===== src/rtl/pll_phase_ctrl.sv =====
// PLL reset/lock sequencer and dynamic phase-shift controller with per-output phase tracking.
// Optional build macro PLL_LOCK_LOSS_CNT_EN adds a saturating 16-bit lock-loss event counter.
module pll_phase_ctrl #(
    parameter int NUM_OUT   = 5,
    parameter int STEP_W    = 8,
    parameter int PHASE_W   = 10,
    parameter int RST_LEN   = 16,
    parameter int LOCK_WAIT = 1024,
    parameter int PULSE_LEN = 2,
    parameter int GAP_LEN   = 4
) (
    input  logic                       clk,
    input  logic                       rst_n,
    input  logic                       restart,
    input  logic                       pll_lock,
    output logic                       pll_rst,
    output logic [2:0]                 phase_sel,
    output logic                       phase_dir,
    output logic                       phase_step_n,
    output logic                       load_phase,
    input  logic                       req_valid,
    output logic                       req_ready,
    input  logic [2:0]                 req_sel,
    input  logic                       req_dir,
    input  logic [STEP_W-1:0]          req_steps,
    output logic                       done,
    output logic                       err_sel,
    output logic                       locked,
    output logic                       lock_lost,
    output logic [NUM_OUT*PHASE_W-1:0] phase_pos
`ifdef PLL_LOCK_LOSS_CNT_EN
    ,
    output logic [15:0]                lock_loss_cnt
`endif
);

    localparam int CNT_MAX_A = (RST_LEN > LOCK_WAIT) ? RST_LEN : LOCK_WAIT;
    localparam int CNT_MAX_B = (PULSE_LEN > GAP_LEN) ? PULSE_LEN : GAP_LEN;
    localparam int CNT_MAX   = (CNT_MAX_A > CNT_MAX_B) ? CNT_MAX_A : CNT_MAX_B;
    localparam int CNT_W     = $clog2(CNT_MAX + 1);

    localparam logic [CNT_W-1:0] RST_LAST   = CNT_W'(RST_LEN - 1);
    localparam logic [CNT_W-1:0] LOCK_LAST  = CNT_W'(LOCK_WAIT - 1);
    localparam logic [CNT_W-1:0] PULSE_LAST = CNT_W'(PULSE_LEN - 1);
    localparam logic [CNT_W-1:0] GAP_LAST   = CNT_W'(GAP_LEN - 1);
    localparam logic [2:0]       SEL_LIMIT  = 3'(NUM_OUT);

    typedef enum logic [2:0] {
        S_RST,
        S_WAIT_LOCK,
        S_IDLE,
        S_STEP_LO,
        S_STEP_HI,
        S_LOAD,
        S_DONE
    } state_e;

    state_e                           state_q, state_d;
    logic [CNT_W-1:0]                 cnt_q, cnt_d;
    logic [STEP_W-1:0]                rem_q, rem_d;
    logic [2:0]                       sel_q, sel_d;
    logic                             dir_q, dir_d;
    logic                             err_q, err_d;
    logic [NUM_OUT-1:0][PHASE_W-1:0]  pos_q, pos_d;

    logic locked_st;
    logic lost;
    logic ready_w;
    logic accept;

    assign locked_st = (state_q == S_IDLE) || (state_q == S_STEP_LO) || (state_q == S_STEP_HI)
                    || (state_q == S_LOAD) || (state_q == S_DONE);
    assign lost      = locked_st && !pll_lock;
    // Withhold ready when this cycle is leaving IDLE anyway, so no handshake is lost.
    assign ready_w   = (state_q == S_IDLE) && !restart && pll_lock;
    assign accept    = req_valid && ready_w;

    always_comb begin
        state_d = state_q;
        cnt_d   = cnt_q;
        rem_d   = rem_q;
        sel_d   = sel_q;
        dir_d   = dir_q;
        pos_d   = pos_q;
        err_d   = 1'b0;

        case (state_q)
            S_RST: begin
                if (cnt_q == RST_LAST) begin
                    state_d = S_WAIT_LOCK;
                    cnt_d   = '0;
                end else begin
                    cnt_d = cnt_q + 1'b1;
                end
            end
            S_WAIT_LOCK: begin
                if (!pll_lock) begin
                    cnt_d = '0;
                end else if (cnt_q == LOCK_LAST) begin
                    state_d = S_IDLE;
                    cnt_d   = '0;
                end else begin
                    cnt_d = cnt_q + 1'b1;
                end
            end
            S_IDLE: begin
                if (accept) begin
                    if (req_sel >= SEL_LIMIT) begin
                        err_d = 1'b1;
                    end else begin
                        sel_d = req_sel;
                        dir_d = req_dir;
                        cnt_d = '0;
                        rem_d = req_steps;
                        state_d = (req_steps == '0) ? S_LOAD : S_STEP_LO;
                    end
                end
            end
            S_STEP_LO: begin
                if (cnt_q == PULSE_LAST) begin
                    state_d = S_STEP_HI;
                    cnt_d   = '0;
                    for (int k = 0; k < NUM_OUT; k++) begin
                        if (sel_q == 3'(k)) begin
                            pos_d[k] = dir_q ? pos_q[k] + PHASE_W'(1) : pos_q[k] - PHASE_W'(1);
                        end
                    end
                end else begin
                    cnt_d = cnt_q + 1'b1;
                end
            end
            S_STEP_HI: begin
                if (cnt_q == GAP_LAST) begin
                    cnt_d   = '0;
                    rem_d   = rem_q - 1'b1;
                    state_d = (rem_q == STEP_W'(1)) ? S_LOAD : S_STEP_LO;
                end else begin
                    cnt_d = cnt_q + 1'b1;
                end
            end
            S_LOAD:  state_d = S_DONE;
            S_DONE:  state_d = S_IDLE;
            default: begin
                state_d = S_RST;
                cnt_d   = '0;
            end
        endcase

        if (lost || restart) begin
            state_d = S_RST;
            cnt_d   = '0;
        end

        // A PLL reset restores the static phases, so tracking restarts from zero.
        if (state_d == S_RST) begin
            pos_d = '0;
        end
    end

    always_ff @(posedge clk) begin
        if (!rst_n) begin
            state_q <= S_RST;
            cnt_q   <= '0;
            rem_q   <= '0;
            sel_q   <= '0;
            dir_q   <= 1'b0;
            err_q   <= 1'b0;
            pos_q   <= '0;
        end else begin
            state_q <= state_d;
            cnt_q   <= cnt_d;
            rem_q   <= rem_d;
            sel_q   <= sel_d;
            dir_q   <= dir_d;
            err_q   <= err_d;
            pos_q   <= pos_d;
        end
    end

`ifdef PLL_LOCK_LOSS_CNT_EN
    logic [15:0] llc_q, llc_d;

    always_comb begin
        llc_d = llc_q;
        if (lost && (llc_q != 16'hFFFF)) begin
            llc_d = llc_q + 16'd1;
        end
    end

    always_ff @(posedge clk) begin
        if (!rst_n) begin
            llc_q <= '0;
        end else begin
            llc_q <= llc_d;
        end
    end

    assign lock_loss_cnt = llc_q;
`endif

    // Step/load/done strobes are cut in the same cycle lock is seen to drop.
    assign pll_rst      = (state_q == S_RST);
    assign phase_step_n = !((state_q == S_STEP_LO) && !lost);
    assign load_phase   = (state_q == S_LOAD) && !lost;
    assign done         = (state_q == S_DONE) && !lost;
    assign phase_sel    = sel_q;
    assign phase_dir    = dir_q;
    assign req_ready    = ready_w;
    assign err_sel      = err_q;
    assign locked       = locked_st;
    assign lock_lost    = lost;
    assign phase_pos    = pos_q;

endmodule


===== config.mk =====
export PLATFORM = sky130hd
export DESIGN_NAME = pll_phase_ctrl
export DESIGN_NICKNAME = d
export VERILOG_FILES = /design/src/rtl/pll_phase_ctrl.sv
export SDC_FILE = /design/constraint.sdc
export NUM_CORES = 1
export LEC_CHECK = 0
export CAP_MARGIN = 10
export CORE_UTILIZATION = 50
export DETAILED_ROUTE_END_ITERATION = 7
export PLACE_DENSITY = 0.83
export SYNTH_ARGS = -nofsm -noshare
export SYNTH_HDL_FRONTEND = slang
export SYNTH_SLANG_ARGS = --single-unit

===== constraint.sdc =====
create_clock -name clk -period 8.05 [get_ports clk]
set_input_delay 1.61 -clock clk [delete_from_list [all_inputs] [get_ports clk]]
set_output_delay 1.61 -clock clk [all_outputs]
set_load 0.02 [all_outputs]

==> impl_metrics.csv, run 1 <==
group,metric,value,unit
outcome,outcome,"complete, no violations",
place,place_congestion,0.898,
cts,cts_buffers,9,
cts,h-tree-depth,3,
global_route,track_usage,23.5,%
sta,tns,0,ns
synthesis,synth-edff-count,0,
synthesis,yosysTopAreaCellShare,28.8,%
cts,cts.path.max_buffers,2,
routing,drtIter0Drc,297,
setup_path,critPathRequiredTime,6.44,ns
sta,rsz0062_at_grt,"false",
synthesis,synth.distinct_cells,66,
routing,wirelength,12600,µm
cts,cts_tree,"done",
place,dpl.hpwl,9290,µm
cells_and_area,fin_nets,790,
synthesis,netlist_area,5360,µm²
cells_and_area,fin_cells,865,
sta,hold_violations,0,
cells_and_area,synthToLayoutAreaGrowth,20.2,%
global_route,antenna_found_initial,0,
place,port_buffers,78,
setup_path,critPathLaunchType,"input pin",
global_route,grt_max_degree,51,
cells_and_area,n_antenna_cell,0,
cts,path_clk_slew,0.08,ns
power,p_leak,0.00232,µW
cells_and_area,final_common_cell,"nor2_1",
floorplanning,die_x,106,µm
setup_path,r2r_slack,4.64,ns
sta,maxSlewViolCount,0,
sta,fin_worst_skew,0.00813,ns
setup_path,criticalPathCategory,"input pin to output pin",
sta,hold_slack,0.476,ns
setup_path,crit_path_end_kind,"output pin",
setup_path,path_buf_inv,2,
cts,root_buffer,"clkbuf_8",
setup_path,arrival,3.29,ns
floorplanning,die_y,106,µm
min_path,min_path_type,"register to register",
sta,period_share,60.9,%
sta,slew_headroom,28.2,%
cells_and_area,nFillCells,887,
sta,fmax,204,MHz
setup_path,cp_max_fo,2,
global_route,grt_pass1_wl,21500,µm
cts,worstSkewPairLatency,0.37,ns
floorplanning,io_pins,79,
setup_path,crit_top_cell,"clkdlybuf4s50_1",
synthesis,ys_ff_latch,77,
cells_and_area,utilization,62.2,%
cells_and_area,drive_above_1_share,6.86,%
setup_path,max_stage_delay,0.65,ns
global_route,grt.overflow.total,0,
routing,avgRoutedWirePerCell,14.6,µm
floorplanning,core-area,10400,µm²
place,placed_cells,849,
synthesis,synthArstFlopShare,0,%
cells_and_area,layout_common_cells,"nor2_1 (92), clkdlybuf4s50_1 (78), nand2_1 (77), dfxtp_1 (77), a21oi_1 (68)",
global_route,grt_pass1_vias,4822,
setup_path,crit_family,"buffers and inverters",
sta,setup_slack,3.15,ns
synthesis,yosys-top-cells-area,"dfxtp_1 (29%), ha_1 (10%), nor2_1 (6.4%), a21oi_1 (6.3%), nand2_1 (5.4%)",
synthesis,ys.flop_type,"dfxtp_1",
sta,fin_crit,4.90,ns
floorplanning,rows,37,
synthesis,syn_nets,723,
synthesis,yosysTopAreaCell,"dfxtp_1",
synthesis,seq_area_frac_synth,28.8,%
routing,drt-pass1-iter-count,5,
routing,antenna_left,0,
synthesis,netlist_instances,657,
synthesis,synth_area_per_cell,8.16,µm²
cts,hold_buffers,0,
floorplanning,die_area,11100,µm²
synthesis,yosysWarnings,0,
run,drv_cap,0,
floorplanning,start_util,51.7,%
cts,cts_sinks,77,
cts,post-cts-setup-buffers,0,
setup_path,crit_slowest_cell,"clkdlybuf4s50_1",
routing,dr_total_vias,5052,
cts,ctsResizeCount,0,
power,powerDensity,121,nW/µm²
routing,post_drt_via_cell_ratio,5.84,
setup_path,path_cells,"clkdlybuf4s50_1 > or3b_1 > nor2_1 > clkdlybuf4s50_1",
sta,tightest_slew,1.08,ns
routing,remaining_drc_errors,0,
sta,setup_viol,0,
place,post-place-ws,3.13,ns
power,ir_drop,72.2,µV
-- synth_stat cells (4+ instances only) --
| cell | instances |
|---|---|
| nor2_1 | 92 |
| dfxtp_1 | 77 |
| nand2_1 | 77 |
| a21oi_1 | 68 |
| ha_1 | 44 |
| xnor2_1 | 30 |
| o21ai_0 | 28 |
| a21o_1 | 21 |
| nor3_1 | 17 |
| a211oi_1 | 15 |
| inv_1 | 14 |
| clkbuf_1 | 13 |
| nand3_1 | 12 |
| o21a_1 | 12 |
| xor2_1 | 10 |
| o41ai_1 | 7 |
| a211oi_2 | 6 |
| buf_6 | 6 |
| nand2b_1 | 6 |
| o21bai_1 | 6 |
| a311oi_1 | 5 |
| fa_1 | 5 |
| or3_1 | 5 |
| and3_1 | 4 |
| nand4_1 | 4 |
| nor4_1 | 4 |
| o31ai_1 | 4 |
| or2_2 | 4 |
-- per-layer routing --
metal  GRT usage, %  share of wire (%)  vias up
li1               -                  -     2511
met1           28.8                 44     2367
met2           39.3                 49      141
met3           3.65                3.9       33
met4           13.4                3.2        0
met5              0                  0        -
-- worst paths after layout --
kind,start,end,cells past startpoint
setup / recovery,restart,req_ready,4
hold / removal,phase_pos[48],phase_pos[48],2
setup reg to reg,phase_dir,phase_pos[29],10
hold reg to reg,phase_pos[48],phase_pos[48],2
-- through the flow --
step / power, µW / cell area [µm²]
final: 781 / 6440
after detailed placement: 408 / 6190
after global placement: 408 / 6190
after global routing: 805 / 6440
after floorplan: 397 / 5360
after CTS: 786 / 6440
-- worst register-to-register path, stage by stage, from the launching register on --
cell and delay [ns]:
dfxtp_1 0.62, inv_2 0.33, buf_4 0.37, ha_1 0.36, a211oi_1 0.34, o21ai_0 0.20, a21o_1 0.20, o41ai_1 0.30
xnor2_1 0.12, or3_1 0.35, a21oi_1 0.14
-- state kept, by name (all words and copies together), names as in the netlist --
name	cells
rem_q	8
state_q	3
err_sel	1
phase_dir	1
phase_sel	3
cnt_q	11
phase_pos	50
-- report_power, final --
group / leakage [µW] / internal, µW / switching (µW) / total, µW
clock network: 0.000130 / 232 / 150 / 381
logic: 0.00157 / 9.93 / 8.12 / 18.0
registers: 0.000620 / 381 / 0.599 / 382
-- cells by family after synthesis --
kind of cell	share of synthesized area, %
and+or+nand+nor	23.9
AOI/OAI and AO/OA	24.6
DFF	28.8
adders and majority gates	12.1
xor gates and xnor gates	6.54
buffers and inverters	3.48
muxes	0.560
-- cell type report --
class,instances,area [µm²],share of cell area [%]
flip-flops and latches,77,1540,23.9
inverters,14,52.6,0.815
repair buffers,79,788,12.2
multi-input cells,543,3630,56.4
well taps,136,170,2.64
clock inverters,3,90.1,1.40
clock buffers,13,169,2.62
Power figures use the tool's default switching activity.
==> run 2: changes to the inputs <==
--- a/config.mk
+++ b/config.mk
@@ -8,7 +8,7 @@
 export CAP_MARGIN = 10
 export CORE_UTILIZATION = 50
 export DETAILED_ROUTE_END_ITERATION = 7
-export PLACE_DENSITY = 0.83
+export PLACE_DENSITY = 0.86
 export SYNTH_ARGS = -nofsm -noshare
 export SYNTH_HDL_FRONTEND = slang
 export SYNTH_SLANG_ARGS = --single-unit
==> constraint.sdc (replaced) <==
create_clock -name clk -period 4 [get_ports clk]
set_input_delay 0.8 -clock clk [delete_from_list [all_inputs] [get_ports clk]]
set_output_delay 0.8 -clock clk [all_outputs]
set_load 0.02 [all_outputs]
==> run 2 against run 1 <==
Clock skew increased by 0.0040 ns. Global-route usage increased by 0.86 points. Die area unchanged. Core utilization decreased by 0.55 points. Critical path type unchanged. Highest routed layer unchanged.
==> impl_metrics.csv, run 2 (same netlist as run 1, synthesis figures left out) <==
group,metric,value,unit
floorplanning,die_area,11100,µm²
sta,setup_viol,0,
sta,hold_violations,0,
cells_and_area,fin_nets,793,
routing,antenna_left,0,
floorplanning,core-area,10400,µm²
cts,cts_tree,"done",
cells_and_area,largest_reg_flops,50,
setup_path,critPathLaunchType,"input pin",
sta,hold_slack,0.479,ns
global_route,grt.overflow.total,0,
routing,avgRoutedWirePerCell,15.2,µm
floorplanning,die_x,106,µm
sta,rsz0062_at_grt,"false",
setup_path,arrival,2.49,ns
cells_and_area,nFillCells,879,
power,ir_drop,137,µV
setup_path,r2r_cells,9,
sta,setup_slack,0.710,ns
cells_and_area,n_antenna_cell,0,
setup_path,cp_max_fo,2,
place,dpl.hpwl,9660,µm
cells_and_area,final_common_cell,"nor2_1",
cells_and_area,layout_common_cells,"nor2_1 (92), clkdlybuf4s50_1 (78), nand2_1 (77), dfxtp_1 (77), a21oi_1 (68)",
place,port_buffers,78,
routing,drtIter0Drc,280,
cts,root_buffer,"clkbuf_8",
min_path,min_from,"phase_pos[28]",
cts,worstSkewPairLatency,0.37,ns
routing,wirelength,13200,µm
sta,maxSlewViolCount,0,
place,place_area,6220,µm²
power,p_int,1010,µW
global_route,track_usage,24.4,%
cts,post-cts-setup-buffers,0,
floorplanning,die_y,106,µm
global_route,grt_pass1_wl,22400,µm
power,switching_share,24.5,%
sta,slew_headroom,35.5,%
cells_and_area,utilization,61.6,%
setup_path,crit_path_end,"req_ready",
routing,drt-pass1-iter-count,5,
sta,fin_worst_skew,0.0122,ns
sta,tns,0,ns
cts,cts_sinks,77,
setup_path,critPathRequiredTime,3.20,ns
floorplanning,io_pins,79,
power,powerDensity,209,nW/µm²
setup_path,reg2reg_from,"phase_dir",
cts,cts.path.max_buffers,2,
setup_path,crit_path_end_kind,"output pin",
floorplanning,start_util,51.7,%
routing,post_drt_via_cell_ratio,5.91,
outcome,outcome,"complete, no violations",
setup_path,reg2reg_to,"phase_pos[29]",
cts,h-tree-depth,3,
sta,fmax,304,MHz
power,p_comb_share,2.7,%
setup_path,r2r_slack,0.90,ns
power,power_switching,326,µW
cts,path_clk_slew,0.08,ns
power,clkPwrFrac,39.7,%
setup_path,criticalPathCategory,"input pin to output pin",
place,place_congestion,0.910,
min_path,min_path_type,"register to register",
sta,fin_crit,3.29,ns
cts,cts_buffers,9,
cells_and_area,synthToLayoutAreaGrowth,19.2,%
global_route,grt_pass1_vias,4939,
power,p_leak,0.00229,µW
cells_and_area,fin_area,6390,µm²
sta,period_share,82.3,%
power,power_frac_seq,57.6,%
run,drv_cap,0,
cts,hold_buffers,0,
sta,tightest_slew,0.961,ns
global_route,antenna_found_initial,0,
cells_and_area,drive_above_1_share,7.38,%
routing,dr_total_vias,5128,
global_route,grt_max_degree,41,
floorplanning,rows,37,
routing,remaining_drc_errors,0,
setup_path,critPathLaunch,"restart",
cts,ctsResizeCount,0,
place,post-place-ws,0.634,ns
run 2: cell types whose count changed in the layout (fill, tap and decap cells not counted):
cell	previous run	this run
clkinv_2	0	4
clkbuf_1	1	0
clkbuf_8	12	9
bufinv_16	3	0
clkinvlp_4	0	3
buf_12	0	1
buf_4	1	3
run 2: layout make-up:
cell class                 instances  area (µm²)  share of cell area [%]
timing repair buffer              82         823                    12.9
inverter                          14        52.6                   0.823
multi-input combinational        543        3630                    56.9
clock inverter                     7        42.5                   0.666
tap                              136         170                    2.66
sequential                        77        1540                    24.1
clock buffer                       9         124                    1.94
run 2: worst min-delay path by stage:
stage               depth (start not counted)  slack, ns       endpoint
finish                                      2       0.48  phase_pos[28]
global route                                2       0.51       rem_q[5]
CTS                                         2       0.48  phase_pos[28]
detailed placement                          2       0.47  phase_pos[28]
global placement                            2       0.46  phase_pos[28]
floorplan                                   2       0.46       rem_q[5]
run 2: power groups by stage:
stage               combinational, µW  clock, µW  sequential (µW)
global route                     39.5        573              768
CTS                              36.3        538              768
finish                           36.6        529              768
global placement                 35.3          0              786
detailed placement               36.0          0              786
floorplan                        13.8          0              786
run 2: through the flow:
stage               std cells  total power (µW)
floorplan                 657               800
global route              868              1380
detailed placement        852               822
CTS                       868              1340
global placement          852               821
finish                    868              1330
run 2: worst max-delay path, stage by stage:
cell             delay, ns
clkdlybuf4s50_1       0.42
or3b_1                0.42
nor2_1                0.21
clkdlybuf4s50_1       0.65
run 2: metal layers:
layer | GRT usage (%) | wire [µm] | vias up
li1 | - | - | 2531
met1 | 29.3 | 5550 | 2395
met2 | 43.1 | 6660 | 168
met3 | 4.02 | 659 | 34
met4 | 10.1 | 310 | 0
met5 | 0 | 0 | -
